<file path="src/rtl/pipe_skid_stage.sv">
// pipe_skid_stage: valid/ready pipeline stage register with optional 2-entry skid buffer, flush and NOP bubbles
//   clk, rst          clock (rising edge), synchronous active-high reset
//   flush_i           drop every held and incoming entry
//   in_valid_i/in_ready_o/in_data_i     upstream handshake and payload
//   out_valid_o/out_ready_i/out_data_o  downstream handshake and payload (NOP_VAL when idle)
//   occupancy_o       number of held entries, 0..2
module pipe_skid_stage #(
   parameter int                DATA_W  = 128,
   parameter bit                SKID    = 1'b1,
   parameter logic [DATA_W-1:0] NOP_VAL = '0
) (
   input  logic              clk,
   input  logic              rst,
   input  logic              flush_i,
   input  logic              in_valid_i,
   output logic              in_ready_o,
   input  logic [DATA_W-1:0] in_data_i,
   output logic              out_valid_o,
   input  logic              out_ready_i,
   output logic [DATA_W-1:0] out_data_o,
   output logic [1:0]        occupancy_o
);
   // State encoding doubles as the occupancy count.
   typedef enum logic [1:0] {EMPTY = 2'd0, FULL = 2'd1, SKIDDED = 2'd2} state_t;
   state_t            state_q, state_d;
   logic [DATA_W-1:0] m_q, m_d, s_q, s_d;
   logic              rdy_q;
   logic              in_fire, out_fire;
   assign out_valid_o = state_q != EMPTY;
   // Registered ready breaks the stall path; without the skid it must be combinational.
   assign in_ready_o  = SKID ? rdy_q : (out_ready_i | ~out_valid_o);
   // M is reloaded with NOP_VAL whenever the stage empties, so it can drive out_data directly.
   assign out_data_o  = m_q;
   assign occupancy_o = state_q;
   assign in_fire     = in_valid_i & in_ready_o;
   assign out_fire    = out_valid_o & out_ready_i;
   always_comb begin
      state_d = state_q;
      m_d     = m_q;
      s_d     = s_q;
      if (flush_i) begin
         state_d = EMPTY;
         m_d     = NOP_VAL;
      end else begin
         case (state_q)
            EMPTY: if (in_fire) begin
               state_d = FULL;
               m_d     = in_data_i;
            end
            FULL: if (in_fire && (out_fire || !SKID)) begin
               m_d = in_data_i;
            end else if (in_fire) begin
               state_d = SKIDDED;
               s_d     = in_data_i;
            end else if (out_fire) begin
               state_d = EMPTY;
               m_d     = NOP_VAL;
            end
            SKIDDED: if (out_fire) begin
               state_d = FULL;
               m_d     = s_q;
            end
            default: begin
               state_d = EMPTY;
               m_d     = NOP_VAL;
            end
         endcase
      end
   end
   always_ff @(posedge clk) begin
      if (rst) begin
         state_q <= EMPTY;
         m_q     <= NOP_VAL;
         rdy_q   <= 1'b1;
      end else begin
         state_q <= state_d;
         m_q     <= m_d;
         rdy_q   <= state_d != SKIDDED;
      end
   end
   generate
      if (SKID) begin : g_skid
         always_ff @(posedge clk) s_q <= s_d;
      end else begin : g_noskid
         assign s_q = NOP_VAL;
      end
   endgenerate
endmodule

</file>
<file path="config.mk">
export PLATFORM = sky130hd
export DESIGN_NAME = pipe_skid_stage
export DESIGN_NICKNAME = d
export VERILOG_FILES = /design/src/rtl/pipe_skid_stage.sv
export SDC_FILE = /design/constraint.sdc
export NUM_CORES = 1
export LEC_CHECK = 0
export CAP_MARGIN = 0
export CORE_ASPECT_RATIO = 1.75
export CORE_MARGIN = 10
export CORE_UTILIZATION = 40
export CTS_BUF_LIST = sky130_fd_sc_hd__clkbuf_16
export CTS_CLUSTER_DIAMETER = 40
export DETAILED_ROUTE_END_ITERATION = 10
export MAX_ROUTING_LAYER = met4
export PLACE_DENSITY = 0.69
export SLEW_MARGIN = 20
export SYNTH_ARGS = -nofsm -noshare
export SYNTH_HDL_FRONTEND = slang
export SYNTH_SLANG_ARGS = --single-unit
</file>
<file path="constraint.sdc">
create_clock -name clk -period 15.9 [get_ports clk]
set_input_delay 3.975 -clock clk [delete_from_list [all_inputs] [get_ports clk]]
set_output_delay 3.975 -clock clk [all_outputs]
set_load 0.03 [all_outputs]
</file>
After elaboration in Yosys (flattened, before gate mapping)
Index checks and enable logic that the tools add are counted.
{"block": "word_totals", "out_inout_bits": 132, "regBits": 259}
{"block": "classes", "eq_ne": 7, "n_bitwise": 4, "reduce_logical": 6, "muxes": 13}
{"cell": "128-bit two-way mux", "count": 5}
{"cell": "128-bit one-hot mux with 3 select lines", "count": 1}
{"cell": "2-bit two-way mux", "count": 6}
{"cell": "4-bit AND reduction", "count": 2}
{"cell": "2-bit != test (second input constant)", "count": 3}
{"cell": "3-bit != test (second input constant)", "count": 2}
{"cell": "2-bit one-hot mux with 3 select lines", "count": 1}
{"cell": "1-bit AND", "count": 2}
{"cell": "2-bit by 1-bit equality test with 1-bit output (second input constant)", "count": 1}
{"cell": "2-bit equality test (second input constant)", "count": 1}
{"cell": "2-bit logical NOT", "count": 1}
{"cell": "1-bit NOT", "count": 2}
{"cell": "2-bit nonzero test", "count": 1}
{"cell": "2-bit OR reduction", "count": 1}
{"cell": "1-bit logical AND", "count": 1}

Longest topological paths before layout
{"block": "logic_depth", "word_depth": 8, "mapped_depth": 7, "mapped_depth_nobuf": 4}

Worst setup path before layout
Ideal clock, no wire load.
{"block": "synth_timing", "path_kind": "in2reg", "start": "input out_ready_i", "end": "register s_q[0], enable pin", "required_ps": 14970, "path_stages": 2, "arrival_ps": 16264, "setup_ps": 930, "path_slack_ps": -1293, "path_buffers": 1, "path_cell_list": "buf_2 -> nor4_1"}
{"block": "synth_between", "elab_chain_len": 4}
{"item": "start, declared", "line": "19", "text": "input logic out_ready_i,"}
{"item": "1-bit AND", "line": "36", "text": "assign out_fire = out_valid_o & out_ready_i;"}
{"item": "1-bit logical AND", "line": "50", "text": "FULL: if (in_fire && (out_fire || !SKID)) begin"}
{"item": "1-bit NOT (no line)"}
{"item": "4-bit AND reduction (no line)"}
{"item": "end signal, assigned", "line": "83", "text": "always_ff @(posedge clk) s_q <= s_d;"}
{"item": "end, declared", "line": "26", "text": "logic [DATA_W-1:0] m_q, m_d, s_q, s_d;"}
Every way passes these cells.
A chain may end at the register's enable or synchronous reset.

Final worst setup path
{"block": "layout_timing", "start": "register state_q[0], in the netlist occupancy_o[0]", "end": "output occupancy_o[0]"}
{"item": "start, declared", "line": "25", "text": "state_t state_q, state_d;"}
{"item": "start signal, assigned", "line": "76", "text": "state_q <= state_d;"}
{"item": "end, declared", "line": "21", "text": "output logic [1:0] occupancy_o"}
No word-level cell between the ends.

==> flow_summary.ini <==
[critical_path]
crit_fanout = 73
crit_type = reg2out
worstReg2RegStart = occupancy_o[0]
end_kind = output port
cp.required_ns = 11.93
r2r-end = s_q[125]
cp.arrival_ns = 3.07
rrSetupSlack_ns = 11.52
cp-start-kind = flop
rr_worst_depth = 5

[route]
first_pass_iters = 5
vias = 8104
wirelength_um = 31700
postRouteAntennaNets = 0
drt_iter0_markers = 553
wire_per_inst_um = 21.2
via_per_inst = 5.43
route.detailed.drc = 0

[clocking]
postCtsHoldBufs = 0
worstSkewPairLatency_ns = 0.54
htreeDepth = 1
cts.path.max_buffers = 3
cts_tree = built
cts.sinks = 259
clk_pin_slew_ns = 0.06
numCtsBuffers = 28
postCtsResizedCells = 0
cts_root_buf = clkbuf_16
cts_setup_buffers = 0

[flow_run]
cap_violations = 0

[outcome]
status = completed

[floorplanning]
num_rows = 79
die_area_mm2 = 0.0345
die_h_um = 238
io_pins = 265
fp.dieW_um = 145
start_util_pct = 40.7
core_area_mm2 = 0.0268

[power_and_ir_drop]
p_switching_mw = 0.397
seqPwrFrac_pct = 46.4
intPower_mw = 1.17
pwr-share-clk_pct = 40.9
vdd_drop_max_v = 0.0000806
power.density_mw_per_mm2 = 107
p_leak_nw = 4.67
combPwrFrac_pct = 12.7
switching_share_pct = 25.3

[sta]
setup_viol = 0
max_freq_ghz = 0.142
finalCritPeriodShare_pct = 44.3
tightestPinTransition_ns = 1.10
fin_crit_ns = 7.05
finalClockSkew_ns = 0.0137
tns_ns = 0
slew_violations = 0
hold_viol = 0
slew_headroom_pct = 26.4
rsz0062_at_grt = no

[cells_and_area]
syn_to_final_growth_pct = 34.1
final_area_mm2 = 0.0146
finalNetCount = 1231
drive_gt1_share_pct = 5.63
nFillCells = 2263

[placed_design]
post_dp_cell_area_mm2 = 0.0137
portBuffers = 264
dp_hpwl_um = 20500
gp_congestion = 0.780

[min_path]
hold_depth = 2
whs_endpoint = out_data_o[18]
hold_class = reg2reg
min_from = out_data_o[18]

[global_route]
use_met1_pct = 19.9
grt_pass1_wl_um = 48400
overflow = 0
gr-usage-met2_pct = 31.8
grt_pass1_vias = 8272
grt_util_met3_pct = 3.86
antenna_found_initial = 8
grt_start_max_net_pins = 81
grt_usage_pct = 18.2
grt_busiest_layer = met2

[synthesis]
synth_nets = 1013
synth_edf_count = 128
synth.top_cells.by_count = dfxtp_1, nor2_1
synthArstFlopShare_pct = 0
synth_top_area_share_pct = 35.2
synthTopCellsByArea = edfxtp_1, dfxtp_1, mux2i_1
syn_inst = 880
yosysWarnings = 0
ys_ff_latch = 259
synth_top_cell_by_area = edfxtp_1
synthFlopType = dfxtp_1
avgSynthCellArea_um2 = 12.4
yosysUniqueCellTypes = 26
synth.most_common_cell = dfxtp_1
synth_area_mm2 = 0.0109
yosysSeqAreaShare_pct = 59.3
-- layout make-up --
| class | instances | area, um2 | share of cell area, % |
|---|---|---|---|
| clock inverters | 23 | 188 | 1.28 |
| diodes | 9 | 22.5 | 0.154 |
| clock buffers | 29 | 726 | 4.96 |
| well taps | 364 | 455 | 3.11 |
| flip-flops and latches | 259 | 6470 | 44.2 |
| multi-input cells | 532 | 4010 | 27.4 |
| inverters | 1 | 3.75 | 0.0257 |
| repair buffers | 276 | 2760 | 18.8 |
-- power groups by stage --
stage / logic, mW / clock network (mW) / registers, mW
floorplan: 0.0899 / 0 / 0.764
global placement: 0.197 / 0 / 0.742
detailed placement: 0.200 / 0 / 0.743
CTS: 0.201 / 0.658 / 0.728
global route: 0.215 / 0.686 / 0.729
finish: 0.199 / 0.642 / 0.728
-- metal layers --
layer	up-vias	wire (um)
met5	-	0
met4	0	613
met3	36	2010
met2	230	17000
met1	3972	12100
li1	3866	-
-- critical path, stage by stage (launching register included) --
cell and delay (ns):
dfxtp_4 0.83, buf_4 0.76, clkdlybuf4s50_1 0.82
-- per-stage QoR --
step                setup WS, ns  hold WS, ns  util, %  instances  power [mW]
floorplan                   4.13        0.643        -        880       0.854
global placement            8.96        0.488     51.0       1430       0.939
detailed placement          8.91        0.496     51.1       1432       0.942
CTS                         8.82        0.512     54.5       1484        1.59
global route                8.70        0.534     54.6       1493        1.63
finish                      8.85        0.506     54.6       1493        1.57
-- registers in the layout, indices dropped and copies added, names as in the netlist --
name and cells:
occupancy_o 2, in_ready_o 1, out_data_o 128, s_q 128
-- worst max-delay path by stage --
stage | startpoint | to | slack [ns] | cells after the start
after global routing | occupancy_o[0] | occupancy_o[0] | 8.70 | 2
after floorplan | out_ready_i | s_q[0] | 4.13 | 2
after global placement | in_valid_i | s_q[41] | 8.96 | 5
after detailed placement | in_valid_i | s_q[125] | 8.91 | 5
final | occupancy_o[0] | occupancy_o[0] | 8.85 | 2
after CTS | occupancy_o[0] | occupancy_o[0] | 8.82 | 2
-- layout by cell type, fill, tap and decap left out, drive strengths merged --
| cell type | n |
|---|---|
| a211o | 1 |
| a21oi | 3 |
| a22oi | 128 |
| a31o | 1 |
| and4b | 1 |
| buf | 12 |
| bufinv | 2 |
| clkbuf | 29 |
| clkdlybuf4s50 | 264 |
| clkinv | 8 |
| clkinvlp | 1 |
| dfxtp | 131 |
| diode | 9 |
| edfxtp | 128 |
| inv | 13 |
| mux2i | 128 |
| nand2 | 1 |
| nand3 | 1 |
| nand3b | 3 |
| nor2 | 129 |
| nor3 | 1 |
| nor3b | 1 |
| nor4 | 1 |
| o211ai | 1 |
| o21ba | 1 |
| o2bb2ai | 128 |
| or2 | 2 |
| or3 | 1 |
-- kinds of logic after synthesis --
group,after synthesis,share of synthesized area (%)
simple gates,141,5.16
flops,259,59.3
mux,128,11.7
buf+inv,89,4.27
compound gates,263,19.5
(Power assumes the default switching activity.)
